[src/rtl/dm_run_ctrl_pkg.sv]
// Shared definitions for the data-memory run sequencer.
// - state_t   : sequencer states
// - P3_*      : program-3 memory map (operand string, pattern byte, results)
// - cnt_w()   : counter width able to hold 0..n-1
package dm_run_ctrl_pkg;

    typedef enum logic [2:0] {
        S_IDLE,
        S_LOAD,
        S_START,
        S_RUN,
        S_READ,
        S_FIN
    } state_t;

    localparam int DW          = 8;   // memory data width
    localparam int IDX_W       = 3;   // result index width (RES_LEN <= 8)

    localparam int P3_STR_BASE = 0;
    localparam int P3_STR_LEN  = 32;
    localparam int P3_PAT_ADDR = 32;
    localparam int P3_RES_BASE = 33;
    localparam int P3_RES_LEN  = 3;

    function automatic int cnt_w(input int n);
        return (n <= 2) ? 1 : $clog2(n);
    endfunction

endpackage

[src/rtl/dm_run_ctrl_if.sv]
// Bus bundle between the run sequencer and its surroundings.
// - load_*  : operand byte stream into the sequencer
// - core_*  : core start/done and the core's memory driver
// - dm_*    : the single data-memory port (rdata combinational from addr)
// - res_*   : result byte stream out of the sequencer
// slave = sequencer view, master = environment view.
interface dm_run_ctrl_if
    import dm_run_ctrl_pkg::*;
#(
    parameter int AW = 8
);
    logic             load_valid;
    logic [DW-1:0]    load_data;
    logic             load_ready;

    logic             core_start;
    logic             core_done;
    logic [AW-1:0]    core_addr;
    logic [DW-1:0]    core_wdata;
    logic             core_we;

    logic [AW-1:0]    dm_addr;
    logic [DW-1:0]    dm_wdata;
    logic             dm_we;
    logic [DW-1:0]    dm_rdata;

    logic             res_valid;
    logic [DW-1:0]    res_data;
    logic [IDX_W-1:0] res_idx;
    logic             res_ready;

    modport slave (
        input  load_valid, load_data, core_done, core_addr, core_wdata, core_we,
               dm_rdata, res_ready,
        output load_ready, core_start, dm_addr, dm_wdata, dm_we,
               res_valid, res_data, res_idx
    );

    modport master (
        output load_valid, load_data, core_done, core_addr, core_wdata, core_we,
               dm_rdata, res_ready,
        input  load_ready, core_start, dm_addr, dm_wdata, dm_we,
               res_valid, res_data, res_idx
    );
endinterface

[src/rtl/dm_run_ctrl_port_mux.sv]
// Combinational owner select for the data-memory port.
// - core_sel  : 1 = core drives the port, 0 = sequencer drives it
// - ctrl_*    : sequencer address / write data / write enable
// - core_*    : core address / write data / write enable
// - dm_*      : muxed port outputs
module dm_port_mux
    import dm_run_ctrl_pkg::*;
#(
    parameter int AW = 8
) (
    input  logic          core_sel,
    input  logic [AW-1:0] ctrl_addr,
    input  logic [DW-1:0] ctrl_wdata,
    input  logic          ctrl_we,
    input  logic [AW-1:0] core_addr,
    input  logic [DW-1:0] core_wdata,
    input  logic          core_we,
    output logic [AW-1:0] dm_addr,
    output logic [DW-1:0] dm_wdata,
    output logic          dm_we
);
    assign dm_addr  = core_sel ? core_addr  : ctrl_addr;
    assign dm_wdata = core_sel ? core_wdata : ctrl_wdata;
    assign dm_we    = core_sel ? core_we    : ctrl_we;
endmodule

[src/rtl/dm_run_ctrl.sv]
// Load/run/readback sequencer for the core's single data-memory port.
// - clk, reset (async, active low)
// - go          : start a sequence (sampled in IDLE only)
// - busy        : high outside IDLE
// - run_done    : one-cycle pulse in FIN
// - timeout_err : sticky RUN-timeout flag, cleared by the next accepted go
// - bus         : load stream, core handshake/port, memory port, result stream
module dm_run_ctrl
    import dm_run_ctrl_pkg::*;
#(
    parameter int AW        = 8,
    parameter int LOAD_BASE = P3_STR_BASE,
    parameter int LOAD_LEN  = P3_STR_LEN + 1,
    parameter int RES_BASE  = P3_RES_BASE,
    parameter int RES_LEN   = P3_RES_LEN,
    parameter int TIMEOUT   = 4096
) (
    input  logic         clk,
    input  logic         reset,
    input  logic         go,
    output logic         busy,
    output logic         run_done,
    output logic         timeout_err,
    dm_run_ctrl_if.slave bus
);
    localparam int LCW = cnt_w(LOAD_LEN);
    localparam int TW  = cnt_w(TIMEOUT);
    localparam logic [LCW-1:0]   LOAD_LAST = LCW'(LOAD_LEN - 1);
    localparam logic [IDX_W-1:0] RES_LAST  = IDX_W'(RES_LEN - 1);
    localparam logic [TW-1:0]    TO_LAST   = TW'((TIMEOUT == 0) ? 0 : TIMEOUT - 1);

    state_t           state, state_nx;
    logic [LCW-1:0]   lcnt;
    logic [IDX_W-1:0] idx;
    logic [TW-1:0]    tcnt;
    logic             armed;
    logic             core_sel;
    logic             to_hit;

    logic [AW-1:0]    ctrl_addr;
    logic [DW-1:0]    ctrl_wdata;
    logic             ctrl_we;
    logic [AW-1:0]    dm_addr;
    logic [DW-1:0]    dm_wdata;
    logic             dm_we;

    assign to_hit = (TIMEOUT != 0) && (tcnt == TO_LAST);

    always_ff @(posedge clk or negedge reset) begin
        if (!reset) state <= S_IDLE;
        else        state <= state_nx;
    end

    always_comb begin
        state_nx = state;
        unique case (state)
            S_IDLE:  if (go) state_nx = S_LOAD;
            S_LOAD:  if (bus.load_valid && lcnt == LOAD_LAST) state_nx = S_START;
            S_START: state_nx = S_RUN;
            // done only counts once it has been seen low during this run
            S_RUN:   if (bus.core_done && armed) state_nx = S_READ;
                     else if (to_hit)            state_nx = S_FIN;
            S_READ:  if (bus.res_ready && idx == RES_LAST) state_nx = S_FIN;
            S_FIN:   state_nx = S_IDLE;
            default: state_nx = S_IDLE;
        endcase
    end

    // Counters, arming, error flag and the registered port owner.
    // The core owns the port in every state except LOAD and READ.
    always_ff @(posedge clk or negedge reset) begin
        if (!reset) begin
            lcnt        <= '0;
            idx         <= '0;
            tcnt        <= '0;
            armed       <= 1'b0;
            timeout_err <= 1'b0;
            core_sel    <= 1'b1;
        end else begin
            core_sel <= !(state_nx == S_LOAD || state_nx == S_READ);
            unique case (state)
                S_IDLE:  if (go) begin
                             lcnt        <= '0;
                             timeout_err <= 1'b0;
                         end
                S_LOAD:  if (bus.load_valid) lcnt <= lcnt + 1'b1;
                S_START: begin
                             armed <= 1'b0;
                             tcnt  <= '0;
                             idx   <= '0;
                         end
                S_RUN:   begin
                             if (!bus.core_done) armed <= 1'b1;
                             tcnt <= tcnt + 1'b1;
                             if (state_nx == S_FIN) timeout_err <= 1'b1;
                         end
                S_READ:  if (bus.res_ready) idx <= idx + 1'b1;
                default: ;
            endcase
        end
    end

    assign ctrl_addr  = (state == S_READ) ? AW'(RES_BASE) + AW'(idx)
                                          : AW'(LOAD_BASE) + AW'(lcnt);
    assign ctrl_wdata = bus.load_data;
    assign ctrl_we    = (state == S_LOAD) && bus.load_valid;

    dm_port_mux #(.AW(AW)) u_mux (
        .core_sel   (core_sel),
        .ctrl_addr  (ctrl_addr),
        .ctrl_wdata (ctrl_wdata),
        .ctrl_we    (ctrl_we),
        .core_addr  (bus.core_addr),
        .core_wdata (bus.core_wdata),
        .core_we    (bus.core_we),
        .dm_addr    (dm_addr),
        .dm_wdata   (dm_wdata),
        .dm_we      (dm_we)
    );

    assign bus.dm_addr    = dm_addr;
    assign bus.dm_wdata   = dm_wdata;
    assign bus.dm_we      = dm_we;

    assign busy           = (state != S_IDLE);
    assign run_done       = (state == S_FIN);
    assign bus.load_ready = (state == S_LOAD);
    assign bus.core_start = (state == S_START);
    assign bus.res_valid  = (state == S_READ);
    // address is held while stalled and nothing writes, so rdata stays put
    assign bus.res_data   = (state == S_READ) ? bus.dm_rdata : '0;
    assign bus.res_idx    = (state == S_READ) ? idx : '0;
endmodule

[src/flat_wrapper.sv]
// flat-port wrapper written by rule: the top's interface ports become plain ports
module dm_run_ctrl_flat import dm_run_ctrl_pkg::*;
#(
    parameter int AW        = 8,
    parameter int LOAD_BASE = P3_STR_BASE,
    parameter int LOAD_LEN  = P3_STR_LEN + 1,
    parameter int RES_BASE  = P3_RES_BASE,
    parameter int RES_LEN   = P3_RES_LEN,
    parameter int TIMEOUT   = 4096
)
  (clk, reset, go, busy, run_done, timeout_err, bus_load_valid, bus_load_data, bus_core_done, bus_core_addr, bus_core_wdata, bus_core_we, bus_dm_rdata, bus_res_ready, bus_load_ready, bus_core_start, bus_dm_addr, bus_dm_wdata, bus_dm_we, bus_res_valid, bus_res_data, bus_res_idx);
  dm_run_ctrl_if #(.AW(AW)) bus_i ();
  input  logic clk;
  input  logic reset;
  input  logic go;
  output logic busy;
  output logic run_done;
  output logic timeout_err;
  input wire logic [$bits(bus_i.load_valid)-1:0] bus_load_valid;
  input wire logic [$bits(bus_i.load_data)-1:0] bus_load_data;
  input wire logic [$bits(bus_i.core_done)-1:0] bus_core_done;
  input wire logic [$bits(bus_i.core_addr)-1:0] bus_core_addr;
  input wire logic [$bits(bus_i.core_wdata)-1:0] bus_core_wdata;
  input wire logic [$bits(bus_i.core_we)-1:0] bus_core_we;
  input wire logic [$bits(bus_i.dm_rdata)-1:0] bus_dm_rdata;
  input wire logic [$bits(bus_i.res_ready)-1:0] bus_res_ready;
  output wire logic [$bits(bus_i.load_ready)-1:0] bus_load_ready;
  output wire logic [$bits(bus_i.core_start)-1:0] bus_core_start;
  output wire logic [$bits(bus_i.dm_addr)-1:0] bus_dm_addr;
  output wire logic [$bits(bus_i.dm_wdata)-1:0] bus_dm_wdata;
  output wire logic [$bits(bus_i.dm_we)-1:0] bus_dm_we;
  output wire logic [$bits(bus_i.res_valid)-1:0] bus_res_valid;
  output wire logic [$bits(bus_i.res_data)-1:0] bus_res_data;
  output wire logic [$bits(bus_i.res_idx)-1:0] bus_res_idx;
  assign bus_i.load_valid = bus_load_valid;
  assign bus_i.load_data = bus_load_data;
  assign bus_i.core_done = bus_core_done;
  assign bus_i.core_addr = bus_core_addr;
  assign bus_i.core_wdata = bus_core_wdata;
  assign bus_i.core_we = bus_core_we;
  assign bus_i.dm_rdata = bus_dm_rdata;
  assign bus_i.res_ready = bus_res_ready;
  assign bus_load_ready = bus_i.load_ready;
  assign bus_core_start = bus_i.core_start;
  assign bus_dm_addr = bus_i.dm_addr;
  assign bus_dm_wdata = bus_i.dm_wdata;
  assign bus_dm_we = bus_i.dm_we;
  assign bus_res_valid = bus_i.res_valid;
  assign bus_res_data = bus_i.res_data;
  assign bus_res_idx = bus_i.res_idx;
  dm_run_ctrl #(.AW(AW), .LOAD_BASE(LOAD_BASE), .LOAD_LEN(LOAD_LEN), .RES_BASE(RES_BASE), .RES_LEN(RES_LEN), .TIMEOUT(TIMEOUT)) u_core (.clk(clk), .reset(reset), .go(go), .busy(busy), .run_done(run_done), .timeout_err(timeout_err), .bus(bus_i));
endmodule
[config.mk]
export PLATFORM = sky130hd
export DESIGN_NAME = dm_run_ctrl_flat
export DESIGN_NICKNAME = d
export VERILOG_FILES = /design/src/rtl/dm_run_ctrl_pkg.sv /design/src/rtl/dm_run_ctrl_if.sv /design/src/rtl/dm_run_ctrl_port_mux.sv /design/src/rtl/dm_run_ctrl.sv /design/src/flat_wrapper.sv
export SDC_FILE = /design/constraint.sdc
export NUM_CORES = 1
export LEC_CHECK = 0
export BUFFER_PORTS_ARGS = -buffer_cell sky130_fd_sc_hd__buf_2
export CAP_MARGIN = 20
export CORE_ASPECT_RATIO = 0.5
export CORE_UTILIZATION = 52
export DETAILED_ROUTE_END_ITERATION = 16
export HOLD_SLACK_MARGIN = 0.03
export MAX_ROUTING_LAYER = met4
export PLACE_DENSITY_LB_ADDON = 0.12
export SETUP_SLACK_MARGIN = 0.02
export SYNTH_ARGS = -nofsm -noshare
export SYNTH_HDL_FRONTEND = slang
export SYNTH_SLANG_ARGS = --single-unit
[constraint.sdc]
create_clock -name clk -period 4.13 [get_ports clk]
set_input_delay 0.2065 -clock clk [delete_from_list [all_inputs] [get_ports clk]]
set_output_delay 0.2065 -clock clk [all_outputs]
set_load 0.005 [all_outputs]
Word-level counts from Yosys, hierarchy flattened
Cells that the tools add are included.
{"block": "classes", "n_reduce_logical": 16, "multipliers": 0, "addsub": 4, "div_mod_pow": 0, "shift": 0, "mux": 23, "eq_ne": 16, "bitwise": 0, "magnitude_cmp": 0}
{"operator": "$mux 8", "count": 4}
{"operator": "$pmux 12 s2", "count": 1}
{"operator": "$mux 3", "count": 7}
{"operator": "$pmux 3 s5", "count": 1}
{"operator": "$add 12x1->12 const B", "count": 1}
{"operator": "$eq 12x12->1 const B", "count": 1}
{"operator": "$eq 3x3->1 const B", "count": 4}
{"operator": "$mux 6", "count": 2}
{"operator": "$pmux 6 s2", "count": 1}
{"operator": "$eq 3x2->1 const B", "count": 3}
{"operator": "$ne 2x2->1 const B", "count": 4}
{"operator": "$reduce_bool 2->1", "count": 4}
{"operator": "$add 6x3->7 const A", "count": 1}
{"operator": "$add 6x1->6 const B", "count": 1}
{"operator": "$eq 3x1->1 const B", "count": 2}
{"operator": "$eq 6x6->1 const B", "count": 1}
{"operator": "$pmux 3 s2", "count": 1}
{"operator": "$reduce_and 3->1", "count": 2}
{"operator": "$logic_and 1x1->1", "count": 4}
{"operator": "$mux 1", "count": 4}
{"operator": "$pmux 1 s2", "count": 2}
{"operator": "$reduce_and 2->1", "count": 2}
{"operator": "$add 3x1->3 const B", "count": 1}
{"operator": "$logic_not 3->1", "count": 1}
{"operator": "4 further kinds", "count": 4}
{"block": "totals", "out_inout_bits": 34, "latchBits": 0, "in_bits": 39, "wordCells": 66, "ramBits": 0, "rom_bits": 0, "n_memories": 0, "regBits": 27}

Depth between registers and ports, before layout
{"block": "depth", "ltp_word": 7, "ltp_mapped": 7, "depth_no_buf": 7}

Cells and area by module
A second synthesis with hierarchy kept.
{"block": "hier_totals", "hier_cells": 195, "hier_area_um2": 1849.3}
{"module": "dm_run_ctrl", "cells_each": 176, "area_per_inst_um2": 1589.0, "n_inst": 1, "seq_area_each_um2": 676.9}
{"module": "dm_port_mux", "cells_each": 19, "area_per_inst_um2": 260.2, "n_inst": 1, "seq_area_each_um2": 0.0}

Worst setup path after synthesis
OpenSTA, ideal clock, no wires.
{"block": "synth_path", "path_type": "register -> register", "start": "register u_core.tcnt[0]", "end": "register u_core.core_sel", "setup_time_ns": 0.080, "stages_incl_launch_ff": 7, "period_less_slack_ns": 1.621, "path_buffers": 0, "setup_slack_ns": 2.509, "t_required_ns": 4.050, "arrival_ns": 1.541, "cell_sequence": "dfrtp_1 -> ha_1 -> nand3_4 -> or4_4 -> o211ai_2 -> xor2_1 -> nand2b_1"}
{"block": "synth_via", "elab_chain_cells": 7, "word_cells_on_any_way": 8, "classes_between": "3 x eq/ne; 3 x mux; 2 x reduce/logical"}
{"element": "from (decl)", "line_no": "dm_run_ctrl.sv:35", "source": "logic [TW-1:0] tcnt;"}
{"element": "from (signal assigned)", "line_no": "dm_run_ctrl.sv:94", "source": "tcnt <= tcnt + 1'b1;"}
{"element": "$eq 12x12->1 *", "line_no": "dm_run_ctrl.sv:47", "source": "assign to_hit = (TIMEOUT != 0) && (tcnt == TO_LAST);"}
{"element": "$mux 3 *", "line_no": "dm_run_ctrl.sv:62", "source": "else if (to_hit) state_nx = S_FIN;"}
{"element": "$mux 3 *", "line_no": "dm_run_ctrl.sv:61", "source": "S_RUN: if (bus.core_done && armed) state_nx = S_READ;"}
{"element": "$pmux 3 s5 *", "line_no": "dm_run_ctrl.sv:56", "source": "unique case (state)"}
{"element": "via u_core.state_nx[2]", "line_no": "dm_run_ctrl.sv:32", "source": "state_t state, state_nx;"}
{"element": "$eq 3x1->1 / $eq 3x3->1 (equally long branches)", "line_no": "dm_run_ctrl.sv:80", "source": "core_sel <= !(state_nx == S_LOAD || state_nx == S_READ);"}
{"element": "$logic_or 1x1->1 *", "line_no": "dm_run_ctrl.sv:80"}
{"element": "$logic_not 1->1 *", "line_no": "dm_run_ctrl.sv:80"}
{"element": "to (signal assigned)", "line_no": "dm_run_ctrl.sv:80"}
{"element": "to (decl)", "line_no": "dm_run_ctrl.sv:37", "source": "logic core_sel;"}
The timed path passes the listed nets; every way through them passes the cells marked *.
A chain may end at the register's enable or synchronous reset.

Final worst setup path
{"block": "layout_path", "start": "register u_core.state[1]", "end": "output port bus_dm_addr[0]"}
{"block": "layout_via", "elab_chain_cells": 3}
{"element": "from (decl)", "line_no": "dm_run_ctrl.sv:32"}
{"element": "from (signal assigned)", "line_no": "dm_run_ctrl.sv:51", "source": "else state <= state_nx;"}
{"element": "$eq 3x3->1", "line_no": "dm_run_ctrl.sv:103", "source": "assign ctrl_addr = (state == S_READ) ? AW'(RES_BASE) + AW'(idx)"}
{"element": "$mux 8", "line_no": "dm_run_ctrl.sv:103"}
{"element": "$mux 8", "line_no": "dm_run_ctrl_port_mux.sv:22", "source": "assign dm_addr = core_sel ? core_addr : ctrl_addr;"}
{"element": "to (decl)", "line_no": "flat_wrapper.sv:29", "source": "output wire logic [$bits(bus_i.dm_addr)-1:0] bus_dm_addr;"}
No other way between the ends.

==> flow_summary_export.csv <==
group,metric,value,unit
floorplanning,die_h,43.8,um
placed_design,io_buffers,72,
placed_design,place_congestion,0.824,
floorplanning,start_util,57.7,%
worst_setup_path,critPathBufInv,2,
worst_setup_path,startpoint_type,"register",
layout,syn_to_final_growth,23.1,%
synthesis,synth-edff-count,0,
timing,tightest_slew,0.726,ns
pwr,ir_drop,0.193,mV
synthesis,synthAdderAreaFrac,3.44,%
clock_network,insertion_delay,0.28,ns
worst_setup_path,critPathTopFamily,"simple AND/OR/NAND/NOR gates",
timing,grt_setup_unrepaired,"false",
placed_design,post-place-cells,318,
detailed_routing,viasPerCell,5.53,
worst_setup_path,slowest_stage,"nor2_1",
run,drv_cap,0,
synthesis,yosys_register_bits,27,
synthesis,synth_seq_area_share,37.2,%
synthesis,syn-num-nets,262,
timing,timing.fmax,383,MHz
worst_setup_path,r2r_slack,1.91,ns
worst_setup_path,crit_top_cell,"nor2_1",
synthesis,synthMuxAreaShare,8.88,%
clock_network,cts_tree,"yes",
detailed_routing,drc,0,
synthesis,ys_types,44,
global_routing,grt_pass1_vias,1538,
detailed_routing,drt_iter0_markers,132,
timing,finalHoldViolations,0,
layout,utilization,71.0,%
timing,drv_slew,0,
placed_design,hpwlAfterDp,3.38,mm
floorplanning,io_pins,73,
pwr,power_density,422,nW/um2
outcome,status,"completed",
global_routing,antenna_found_initial,0,
clock_network,clkTransAtPathRegs,0.10,ns
layout,antennaDiodeCount,0,
worst_setup_path,crit_chain,"nor2_1 -> nand2_1 -> inv_1 -> nor2_1 -> o31ai_1 -> buf_2",
synthesis,synth_compound_area_share,15.3,%
worst_setup_path,critPathKind,"reg2out",
layout,drive_gt1_share,32.9,%
clock_network,ctsHtreeMaxLevel,1,
synthesis,synth_cells,218,
clock_network,cts-root-buf,"clkbuf_8",
worst_setup_path,cp_max_fo,16,
global_routing,grt_util_all_layers,25.4,%
synthesis,yosys_warnings,0,
timing,period_minus_slack,2.61,ns
timing,period_share,63.2,%
synthesis,synth_xor_area_share,2.89,%
floorplanning,num_rows,14,
floorplanning,fp.dieW,85.6,um
clock_network,cts_buffers,3,
global_routing,grt_max_degree,28,
layout,fin_cells,323,
worst_setup_path,cp-end-kind,"output pin",
detailed_routing,num_vias,1787,
synthesis,yosys.area_share.simple,27.7,%
global_routing,overflow,0,
layout,fin_nets,328,
worst_setup_path,cp.arrival,2.40,ns
timing,clock_skew,0.00892,ns
pwr,p_leak,1.17,nW
floorplanning,die_area,3750,um2
floorplanning,core_area,3150,um2
synthesis,synth_area,1820,um2
timing,max_slew_margin,51.5,%
synthesis,ys.flop_type,"dfrtp_1",
detailed_routing,dr.pass1.iters,4,
global_routing,grt_first_pass_wirelength,7.15,mm
min_path,min_path_type,"in2reg",
timing,fin_setup_tns,0,ns
synthesis,synthArstFlopShare,100,%
clock_network,clock_sinks,27,
timing,setup_viol,0,
clock_network,clk_path_buf_depth,2,
detailed_routing,wire_per_inst,14.0,um
synthesis,synth_top_family_by_area,"simple AND/OR/NAND/NOR gates",
synthesis,avgSynthCellArea,8.34,um2
detailed_routing,routed_wl,4.51,mm
detailed_routing,ant_nets,0,
worst_setup_path,required,3.92,ns
worst_setup_path,max_stage_delay,0.63,ns
kinds of logic (layout without fill, tap and decap cells):
| group | Yosys count | in the layout |
|---|---|---|
| AOI/OAI and AO/OA | 45 | 45 |
| muxes | 15 | 15 |
| adders and majority gates | 5 | 5 |
| and+or+nand+nor | 99 | 99 |
| DFF | 27 | 27 |
| xor gates and xnor gates | 6 | 6 |
| buffers and inverters | 21 | 86 |
layout make-up:
type | count | area, um2
flip-flops and latches | 27 | 677
repair buffers | 73 | 370
well taps | 40 | 50.0
fillers | 251 | 916
multi-input cells | 170 | 1060
inverters | 9 | 33.8
clock inverters | 1 | 5.00
clock buffers | 3 | 41.3
repair_timing:
action                    CTS  global route
hold buffers                1             0
resized for setup           0             0
hold endpoints to repair   26             0
setup buffers               0             0
synthesized netlist by cell type, drive strengths merged (2+ instances only):
library cell | number | area [um2]
o31ai | 3 | 22.5
clkbuf | 10 | 37.5
o21ai | 20 | 100
a22oi | 2 | 15.0
a21o | 2 | 15.0
nand2 | 31 | 116
nand4 | 5 | 37.5
ha | 5 | 62.6
o211ai | 2 | 25.0
buf | 2 | 10.0
or4 | 2 | 18.8
mux2 | 9 | 101
and3 | 12 | 75.1
a22o | 3 | 27.5
xor2 | 4 | 35.0
mux2i | 6 | 60.1
a21oi | 9 | 45.0
nor3 | 4 | 20.0
and2 | 2 | 12.5
nor2 | 27 | 101
dfrtp | 26 | 651
xnor2 | 2 | 17.5
inv | 9 | 33.8
nand3 | 8 | 52.6
through the flow:
step	area, um2	setup WS [ns]	power (W)	hold WS, ns
finish	2240	1.52	0.000945	0.227
floorplan	1820	2.51	0.000640	-0.0891
CTS	2240	1.55	0.000947	0.229
global route	2240	1.27	0.00101	0.260
detailed placement	2180	1.86	0.000792	0.252
global placement	2180	2.03	0.000781	0.247
metal layers:
layer | vias to the layer above | global-route usage [%] | wire, um
met4 | 0 | 3.00 | 14
met2 | 63 | 44.5 | 2150
li1 | 900 | - | -
met3 | 4 | 5.90 | 319
met5 | - | - | 0
met1 | 820 | 31.5 | 2030
power breakdown:
part           switching (W)  total (W)  leakage, nW  internal, W
Sequential          0.000107   0.000420        0.357     0.000314
Combinational       0.000188   0.000372        0.786     0.000184
Clock              0.0000852   0.000153       0.0255    0.0000677
Total               0.000380   0.000945         1.17     0.000565
tightest hold or removal path, cell delays in order:
cell and delay, ns:
buf_2 0.10, nor2_1 0.05, nor2_1 0.08, nor2_1 0.04
layout by cell type, fill, tap and decap left out, types with 2 or more instances in the layout:
| cell type | netlist | final |
|---|---|---|
| buf_2 | 2 | 72 |
| nand2_1 | 31 | 31 |
| nor2_1 | 27 | 27 |
| dfrtp_1 | 26 | 26 |
| o21ai_0 | 13 | 13 |
| and3_1 | 12 | 12 |
| a21oi_1 | 9 | 9 |
| inv_1 | 8 | 8 |
| mux2_2 | 8 | 8 |
| nand3_1 | 7 | 7 |
| o21ai_1 | 7 | 7 |
| mux2i_1 | 6 | 6 |
| ha_1 | 5 | 5 |
| nand4_1 | 4 | 4 |
| nor3_1 | 4 | 4 |
| xor2_1 | 4 | 4 |
| o31ai_1 | 3 | 3 |
| clkbuf_8 | 0 | 3 |
| o211ai_2 | 2 | 2 |
| a22oi_1 | 2 | 2 |
| and2_1 | 2 | 2 |
| xnor2_1 | 2 | 2 |
| a22o_1 | 2 | 2 |
| a21o_1 | 2 | 2 |
state kept, by name, indices dropped and copies added, names as in the netlist:
| name | count |
|---|---|
| u_core.tcnt | 12 |
| u_core.lcnt | 6 |
| u_core.idx | 3 |
| u_core.state | 3 |
| u_core.armed | 1 |
| u_core.core_sel | 1 |
| u_core.timeout_err | 1 |
final timing paths:
kind,cells after the start,from,end
max,6,u_core.state[1]$_DFF_PN0_,bus_dm_addr[0]
max in group asynchronous,2,reset,u_core.tcnt[5]$_DFFE_PN0P_
min in group asynchronous,2,reset,u_core.idx[0]$_DFFE_PN0P_
min reg2reg,1,u_core.tcnt[7]$_DFFE_PN0P_,u_core.tcnt[7]$_DFFE_PN0P_
max reg2reg,5,u_core.state[2]$_DFF_PN0_,u_core.tcnt[7]$_DFFE_PN0P_
min,4,bus_core_done,u_core.armed$_DFFE_PN0P_
Power figures use the tool's default switching activity.
